`config.mk`:
```
export PLATFORM = sky130hd
export DESIGN_NAME = alu_seq
export DESIGN_NICKNAME = d
export VERILOG_FILES = /design/src/rtl/alu_pkg.sv /design/src/rtl/alu_muldiv_iter.sv /design/src/rtl/alu_seq.sv
export SDC_FILE = /design/constraint.sdc
export NUM_CORES = 1
export LEC_CHECK = 0
export CORE_ASPECT_RATIO = 1.75
export CORE_MARGIN = 1
export CORE_UTILIZATION = 45
export CTS_CLUSTER_SIZE = 24
export DETAILED_ROUTE_END_ITERATION = 6
export MAX_ROUTING_LAYER = met4
export SYNTH_ARGS = -nofsm -noshare
export SYNTH_HDL_FRONTEND = slang
export SYNTH_HIERARCHICAL = 1
export SYNTH_SLANG_ARGS = --single-unit
```
`constraint.sdc`:
```
create_clock -name clk -period 6 [get_ports clk]
set_input_delay 1.5 -clock clk [delete_from_list [all_inputs] [get_ports clk]]
set_output_delay 1.5 -clock clk [all_outputs]
set_load 0.02 [all_outputs]
```
`src/rtl/alu_pkg.sv`:
```
// Opcode map and iterative-unit state encoding shared by the sequential ALU.
package alu_pkg;

  localparam logic [4:0] OP_ADD  = 5'd1;
  localparam logic [4:0] OP_SUB  = 5'd2;
  localparam logic [4:0] OP_MUL  = 5'd3;
  localparam logic [4:0] OP_DIV  = 5'd4;
  localparam logic [4:0] OP_SHR  = 5'd5;
  localparam logic [4:0] OP_SHL  = 5'd6;
  localparam logic [4:0] OP_SHRA = 5'd7;
  localparam logic [4:0] OP_ROR  = 5'd8;
  localparam logic [4:0] OP_ROL  = 5'd9;
  localparam logic [4:0] OP_AND  = 5'd10;
  localparam logic [4:0] OP_OR   = 5'd11;
  localparam logic [4:0] OP_NEG  = 5'd12;
  localparam logic [4:0] OP_NOT  = 5'd13;

  typedef enum logic [1:0] {
    IDLE = 2'd0,
    MUL  = 2'd1,
    DIV  = 2'd2,
    FIX  = 2'd3
  } state_t;

endpackage

```
`src/rtl/alu_muldiv_iter.sv`:
```
// Signed multiply / restoring divide on operand magnitudes, one bit per cycle; fin is
// raised WIDTH+1 edges after go, and go is ignored while busy (no queuing).
module alu_muldiv_iter
  import alu_pkg::*;
#(
  parameter int WIDTH = 32
) (
  input  logic             clk,
  input  logic             clr,
  input  logic             go,
  input  logic             is_div,
  input  logic [WIDTH-1:0] a,
  input  logic [WIDTH-1:0] b,
  output logic             busy,
  output logic [WIDTH-1:0] res_hi,
  output logic [WIDTH-1:0] res_lo,
  output logic             fin
);

  localparam int CW = $clog2(WIDTH);

  state_t             state;
  logic [CW-1:0]      cnt;
  logic [WIDTH-1:0]   acc_hi;
  logic [WIDTH-1:0]   acc_lo;
  logic [WIDTH-1:0]   opd;
  logic               sgn_lo;
  logic               sgn_hi;
  logic               mode_div;

  logic [WIDTH-1:0]   mag_a;
  logic [WIDTH-1:0]   mag_b;
  logic [WIDTH:0]     mul_sum;
  logic [WIDTH:0]     div_sh;
  logic               div_ge;
  logic [2*WIDTH-1:0] prod;

  // Magnitude of MIN is 2^(WIDTH-1), which still fits as an unsigned WIDTH-bit value.
  assign mag_a   = a[WIDTH-1] ? -a : a;
  assign mag_b   = b[WIDTH-1] ? -b : b;
  assign mul_sum = {1'b0, acc_hi} + (acc_lo[0] ? {1'b0, opd} : '0);
  assign div_sh  = {acc_hi, acc_lo[WIDTH-1]};
  assign div_ge  = div_sh >= {1'b0, opd};
  assign prod    = {acc_hi, acc_lo};

  always_ff @(posedge clk or negedge clr) begin
    if (!clr) begin
      state    <= IDLE;
      cnt      <= '0;
      acc_hi   <= '0;
      acc_lo   <= '0;
      opd      <= '0;
      sgn_lo   <= 1'b0;
      sgn_hi   <= 1'b0;
      mode_div <= 1'b0;
      busy     <= 1'b0;
      fin      <= 1'b0;
    end else begin
      case (state)
        IDLE: begin
          if (go) begin
            state    <= is_div ? DIV : MUL;
            cnt      <= '0;
            acc_hi   <= '0;
            acc_lo   <= is_div ? mag_a : mag_b;
            opd      <= is_div ? mag_b : mag_a;
            sgn_lo   <= a[WIDTH-1] ^ b[WIDTH-1];
            sgn_hi   <= is_div ? a[WIDTH-1] : (a[WIDTH-1] ^ b[WIDTH-1]);
            mode_div <= is_div;
            busy     <= 1'b1;
          end
        end
        MUL: begin
          acc_hi <= mul_sum[WIDTH:1];
          acc_lo <= {mul_sum[0], acc_lo[WIDTH-1:1]};
          cnt    <= cnt + 1'b1;
          if (cnt == CW'(WIDTH - 1)) begin
            state <= FIX;
            fin   <= 1'b1;
          end
        end
        DIV: begin
          // Remainder is always below the divisor, so WIDTH bits hold the difference.
          acc_hi <= div_ge ? (div_sh[WIDTH-1:0] - opd) : div_sh[WIDTH-1:0];
          acc_lo <= {acc_lo[WIDTH-2:0], div_ge};
          cnt    <= cnt + 1'b1;
          if (cnt == CW'(WIDTH - 1)) begin
            state <= FIX;
            fin   <= 1'b1;
          end
        end
        FIX: begin
          state <= IDLE;
          fin   <= 1'b0;
          busy  <= 1'b0;
        end
        default: begin
          state <= IDLE;
          fin   <= 1'b0;
          busy  <= 1'b0;
        end
      endcase
    end
  end

  always_comb begin
    res_hi = '0;
    res_lo = '0;
    if (mode_div) begin
      res_lo = sgn_lo ? -acc_lo : acc_lo;
      res_hi = sgn_hi ? -acc_hi : acc_hi;
    end else begin
      {res_hi, res_lo} = sgn_lo ? -prod : prod;
    end
  end

endmodule

```
`src/rtl/alu_seq.sv`:
```
// Handshaked ALU: logic/shift/add ops and zero-divisor DIV finish on the start edge, MUL/DIV
// finish WIDTH+1 edges later; start is dropped while busy and C/flags hold until the next done.
module alu_seq
  import alu_pkg::*;
#(
  parameter int WIDTH = 32
) (
  input  logic               clk,
  input  logic               clr,
  input  logic               start,
  input  logic [4:0]         opcode,
  input  logic [WIDTH-1:0]   A,
  input  logic [WIDTH-1:0]   B,
  output logic               busy,
  output logic               done,
  output logic [2*WIDTH-1:0] C,
  output logic               zero,
  output logic               neg,
  output logic               carry,
  output logic               ovf,
  output logic               dz,
  output logic               err
);

  localparam int SHW = $clog2(WIDTH);

  logic               accept;
  logic               is_md;
  logic               go;
  logic               md_div;
  logic [SHW-1:0]     sh;
  logic [WIDTH:0]     sum;
  logic [2*WIDTH-1:0] rot;
  logic [WIDTH-1:0]   lo_n;
  logic [WIDTH-1:0]   hi_n;
  logic               carry_n;
  logic               ovf_n;
  logic               dz_n;
  logic               err_n;
  logic [WIDTH-1:0]   res_hi;
  logic [WIDTH-1:0]   res_lo;
  logic               fin;

  assign accept = start & ~busy;
  assign go     = accept & is_md;
  assign sh     = B[SHW-1:0];

  always_comb begin
    lo_n    = '0;
    hi_n    = '0;
    carry_n = 1'b0;
    ovf_n   = 1'b0;
    dz_n    = 1'b0;
    err_n   = 1'b0;
    is_md   = 1'b0;
    sum     = '0;
    rot     = '0;
    case (opcode)
      OP_ADD: begin
        sum     = {1'b0, A} + {1'b0, B};
        lo_n    = sum[WIDTH-1:0];
        carry_n = sum[WIDTH];
        ovf_n   = (A[WIDTH-1] == B[WIDTH-1]) && (sum[WIDTH-1] != A[WIDTH-1]);
      end
      OP_SUB: begin
        // Carry out of A + ~B + 1 is the inverted borrow.
        sum     = {1'b0, A} + {1'b0, ~B} + {{WIDTH{1'b0}}, 1'b1};
        lo_n    = sum[WIDTH-1:0];
        carry_n = sum[WIDTH];
        ovf_n   = (A[WIDTH-1] != B[WIDTH-1]) && (sum[WIDTH-1] != A[WIDTH-1]);
      end
      OP_MUL: is_md = 1'b1;
      OP_DIV: begin
        if (B == '0) begin
          lo_n = '1;
          hi_n = A;
          dz_n = 1'b1;
        end else begin
          is_md = 1'b1;
        end
      end
      OP_SHR:  lo_n = A >> sh;
      OP_SHL:  lo_n = A << sh;
      OP_SHRA: lo_n = $unsigned($signed(A) >>> sh);
      OP_ROR: begin
        rot  = {A, A} >> sh;
        lo_n = rot[WIDTH-1:0];
      end
      OP_ROL: begin
        rot  = {A, A} << sh;
        lo_n = rot[2*WIDTH-1:WIDTH];
      end
      OP_AND:  lo_n = A & B;
      OP_OR:   lo_n = A | B;
      OP_NEG:  lo_n = -A;
      OP_NOT:  lo_n = ~A;
      default: err_n = 1'b1;
    endcase
  end

  alu_muldiv_iter #(
    .WIDTH(WIDTH)
  ) u_muldiv (
    .clk    (clk),
    .clr    (clr),
    .go     (go),
    .is_div (opcode == OP_DIV),
    .a      (A),
    .b      (B),
    .busy   (busy),
    .res_hi (res_hi),
    .res_lo (res_lo),
    .fin    (fin)
  );

  always_ff @(posedge clk or negedge clr) begin
    if (!clr) begin
      done   <= 1'b0;
      C      <= '0;
      zero   <= 1'b0;
      neg    <= 1'b0;
      carry  <= 1'b0;
      ovf    <= 1'b0;
      dz     <= 1'b0;
      err    <= 1'b0;
      md_div <= 1'b0;
    end else begin
      done <= 1'b0;
      if (go) begin
        md_div <= (opcode == OP_DIV);
      end
      if (fin) begin
        done  <= 1'b1;
        C     <= {res_hi, res_lo};
        zero  <= md_div ? (res_lo == '0) : ({res_hi, res_lo} == '0);
        neg   <= md_div ? res_lo[WIDTH-1] : res_hi[WIDTH-1];
        carry <= 1'b0;
        ovf   <= 1'b0;
        dz    <= 1'b0;
        err   <= 1'b0;
      end else if (accept && !is_md) begin
        done  <= 1'b1;
        C     <= {hi_n, lo_n};
        zero  <= (lo_n == '0);
        neg   <= lo_n[WIDTH-1];
        carry <= carry_n;
        ovf   <= ovf_n;
        dz    <= dz_n;
        err   <= err_n;
      end
    end
  end

endmodule

```
==> metrics.csv, run 1 <==
metric,value,unit
ys_ff_latch,180,
synth_top_area_cell,dfrtp_1,
lastStage,global routing (5_1_grt),
initial_utilization,0.456,
die_x,192,µm
synth.area.top_cells,"dfrtp_1 16%, ha_1 8.0%, mux4_2 5.7%",
dp_hpwl,146000,µm
synth_top_area_frac,0.158,
syn_area,28400,µm²
syn_nets,4074,
htreeDepth,4,
root_buffer,clkbuf_16,
grt-ovfl-total,75,
synthTopCellsByCount,"370 x nand2_1, 345 x nor2_1, 299 x o21ai_0, 276 x a21oi_1, 237 x clkbuf_1",
grt_max_degree,132,
seq_area_frac_synth,0.158,
numCtsBuffers,17,
grt_pass1_wl,283000,µm
synth.most_common_cell,nand2_1,
clock_path_buffers,2,
grt_usage,0.634,
cts_sinks,180,
postCtsSetupRepairBufs,0,
yosysWarnings,6,
netlist_instances,3817,
ys_async_sr_fraction,1.00,
avgSynthCellArea,7.45,µm²
synth_cell_type_count,100,
grt_pass1_vias,37400,
pre_cts_slack,-679,ps
ys.flop_type,dfrtp_1,
routabilityCongestion,1.20,
fp.dieH,335,µm
portBuffers,143,
io_pins,144,
first-error,[ERROR GRT-0116] Global routing finished with congestion. Check the congestion regions in the DRC Viewer.,
synth_edf_count,0,
num_rows,121,
status,stopped before the end,
kinds of logic after synthesis:
family	Yosys count	synth area share
buffers and inverters	483	0.0685
AOI/OAI and AO/OA	1266	0.297
and+or+nand+nor	1261	0.214
adders and majority gates	185	0.0824
muxes	223	0.113
xor gates and xnor gates	219	0.0674
DFF	180	0.158
what timing repair did:
item / CTS
gates cloned: 0
resized for setup: 1
hold buffers: 0
endpoints found under the setup margin: 1
pin swaps: 1
metal layers:
layer | overflow | GRT usage
met3 | 0 | 0.281
met1 | 0 | 0.640
met2 | 38 | 0.882
met5 | - | -
met4 | 37 | 0.646
stage by stage:
| step | utilization | hold slack [ps] | setup TNS (ps) | instance area [µm²] | std cells |
|---|---|---|---|---|---|
| 2_1_floorplan | - | 450 | 0 | 28400 | 3817 |
| 3_3_place_gp | 0.547 | 460 | -1180 | 34100 | 4975 |
| 3_5_place_dp | 0.547 | 466 | -1160 | 34100 | 4975 |
| 4_1_cts | 0.557 | 486 | 0 | 34800 | 5007 |
==> run 2: changes to the inputs <==
--- a/config.mk
+++ b/config.mk
@@ -5,12 +5,10 @@
 export SDC_FILE = /design/constraint.sdc
 export NUM_CORES = 1
 export LEC_CHECK = 0
-export CORE_ASPECT_RATIO = 1.75
 export CORE_MARGIN = 1
-export CORE_UTILIZATION = 45
-export CTS_CLUSTER_SIZE = 24
+export CORE_UTILIZATION = 30
 export DETAILED_ROUTE_END_ITERATION = 6
-export MAX_ROUTING_LAYER = met4
+export PLACE_DENSITY_LB_ADDON = 0.15
 export SYNTH_ARGS = -nofsm -noshare
 export SYNTH_HDL_FRONTEND = slang
 export SYNTH_HIERARCHICAL = 1
==> run 2 against run 1 <==
Effect of this change: the flow now finishes, with violations (design-rule violations); synthesized cell count did not move; area after synthesis did not move.
==> metrics.csv, run 2 <==
metric,value,unit
status,"finished, violations left",
violations,design-rule violations,
synthTopCellsByCount,"370 x nand2_1, 345 x nor2_1, 299 x o21ai_0, 276 x a21oi_1, 237 x clkbuf_1",
grt_max_degree,113,
rsz0062_at_grt,false,
ys_ff_latch,180,
switching_share,0.430,
min_to,u_muldiv/opd[10],
io_pins,144,
intPower,2.66,mW
syn_to_final_growth,28.9,%
num_vias,34900,
required,6400,ps
fin_util,0.392,
drv_cap,0,
top_register,C,
postCtsSetupRepairBufs,0,
power.density,127,nW/µm²
layout.nets,4618,
p_sw,2.00,mW
start_kind,primary input,
hold_path.class,reg -> reg,
via_per_inst,6.19,
drive_gt1_frac,0.210,
die_x,310,µm
root_buffer,clkbuf_16,
clock_path_buffers,2,
drc_errors,11,
drt-total-wl,187000,µm
power_frac_clock,0.261,
synth.most_common_cell,nand2_1,
avgSynthCellArea,7.45,µm²
htreeDepth,4,
mostFrequentLayoutCell,buf_4,
largest_reg_flops,64,
grt_pass1_wl,259000,µm
portBuffers,143,
drtIter0Drc,4306,
num_rows,112,
fp.dieH,310,µm
clkLatencyLatePin,490,ps
synth.area.top_cells,"dfrtp_1 16%, ha_1 8.0%, mux4_2 5.7%",
critical_path_arrival,6340,ps
worstMarginPinSlew,1260,ps
irDropWorstVdd,0.213,mV
hp-start,u_muldiv/opd[10],
cts_sinks,180,
cp_max_fo,5,
power_leakage,15.7,nW
hold_path_depth,1,
placed_area,36000,µm²
antenna_found_initial,11,
clkTransAtPathRegs,90,ps
ys.flop_type,dfrtp_1,
grt_usage,0.383,
setup_viol,0,
final_area,36700,µm²
core,93600,µm²
die_area,96000,µm²
finalHoldViolations,0,
worstRegToRegCells,13,
synth_top_area_cell,dfrtp_1,
wl_per_cell,33.2,µm
finClkSkew,21.0,ps
period_share,0.992,
antenna_left,0,
seq_area_frac_synth,0.158,
syn_area,28400,µm²
slew_viol_final,0,
synth_top_area_frac,0.158,
relSlewSlack,0.154,
pwr-share-seq,0.261,
syn_nets,4074,
numCtsBuffers,17,
initial_utilization,0.304,
yosysWarnings,6,
cts_tree,yes,
final_cell_mix,"649 x buf_4, 369 x nand2_1, 342 x nor2_1, 299 x o21ai_0, 275 x a21oi_1",
cp-end-kind,flop,
grt_pass1_vias,33100,
timing.rr.start,u_muldiv/acc_lo[0],
grt-ovfl-total,0,
fin_crit,5950,ps
netlist_instances,3817,
pwr-share-comb,0.479,
routabilityCongestion,1.08,
crit_type,in -> reg,
synth_cell_type_count,100,
dp_hpwl,155000,µm
synth_edf_count,0,
fmax,168,MHz
dr.pass1.iters,7,
reg2reg_to,u_muldiv/acc_hi[27],
r2r_slack,1370,ps
ys_async_sr_fraction,1.00,
## run 2: cell counts after synthesis
No cell type changed its count.
## run 2: worst max-delay path, cell delays in order
cell             delay, ps
clkdlybuf4s50_1        660
buf_4                  290
buf_4                  150
mux4_2                 470
mux2i_1                170
buf_4                  150
o22ai_1                 70
a21oi_1                240
nand3b_1               220
a2111oi_1              650
buf_4                  260
nand4bb_1              110
nor3_1                 310
nand4_1                280
nor4_1                 340
buf_4                  170
nand4b_1               100
o31ai_2                180
## run 2: power groups by stage
stage	Clock [mW]	Combinational [mW]	Sequential (mW)
after detailed placement	0	2.14	1.24
after CTS	1.23	2.15	1.21
after global routing	1.28	2.30	1.21
after global placement	0	2.16	1.24
after floorplan	0	0.920	1.24
final	1.21	2.23	1.21
## run 2: cell type report
cell class / count / area (µm²)
Antenna cell: 8 / 20.0
Clock buffer: 17 / 425
Clock inverter: 15 / 175
Fill cell: 9957 / 56900
Inverter: 170 / 638
Multi-Input combinational cell: 3154 / 22100
Sequential cell: 180 / 4510
Tap cell: 1254 / 1570
Timing Repair Buffer: 838 / 7250
## run 2: cells by family after synthesis
kind of cell    share of synthesized area
compound gates                      0.297
simple gates                        0.214
buf+inv                            0.0685
mux                                 0.113
xor+xnor                           0.0674
fa+ha+maj                          0.0824
flops                               0.158
## run 2: worst max-delay path by stage
stage / startpoint / end / slack, ps / cells after the start
final: A[14] / zero / 50 / 18
after CTS: A[5] / zero / 30 / 17
after global routing: A[14] / zero / 10 / 18
after detailed placement: A[5] / zero / -470 / 17
after global placement: A[5] / zero / -490 / 17
after floorplan: B[2] / zero / 50 / 18
## run 2: per-layer routing
| metal | vias up | wire length [µm] | global-route usage | part of all wire |
|---|---|---|---|---|
| li1 | 15400 | - | - | - |
| met1 | 17300 | 80000 | 0.516 | 0.43 |
| met2 | 1807 | 79100 | 0.565 | 0.42 |
| met3 | 316 | 17200 | 0.0894 | 0.092 |
| met4 | 6 | 10700 | 0.200 | 0.057 |
| met5 | - | 36 | 0.00657 | 0.00019 |
## run 2: stage by stage
| step | hold slack [ps] | setup WS, ps | instances | TNS, ps | power, mW |
|---|---|---|---|---|---|
| after floorplan | 450 | 53.9 | 3817 | 0 | 2.16 |
| after global placement | 461 | -487 | 5596 | -1490 | 3.40 |
| after detailed placement | 468 | -471 | 5596 | -1210 | 3.38 |
| after CTS | 490 | 25.9 | 5628 | 0 | 4.59 |
| after global routing | 505 | 12.5 | 5631 | 0 | 4.79 |
| final | 487 | 50.4 | 5636 | 0 | 4.66 |
## run 2: repair_timing
action / 4_1_cts / 5_1_grt
hold endpoints to repair: 0 / 0
gates resized for setup: 0 / 7
hold buffers: 0 / 0
endpoints found under the setup margin: 0 / 1
Power figures use the tool's default switching activity.
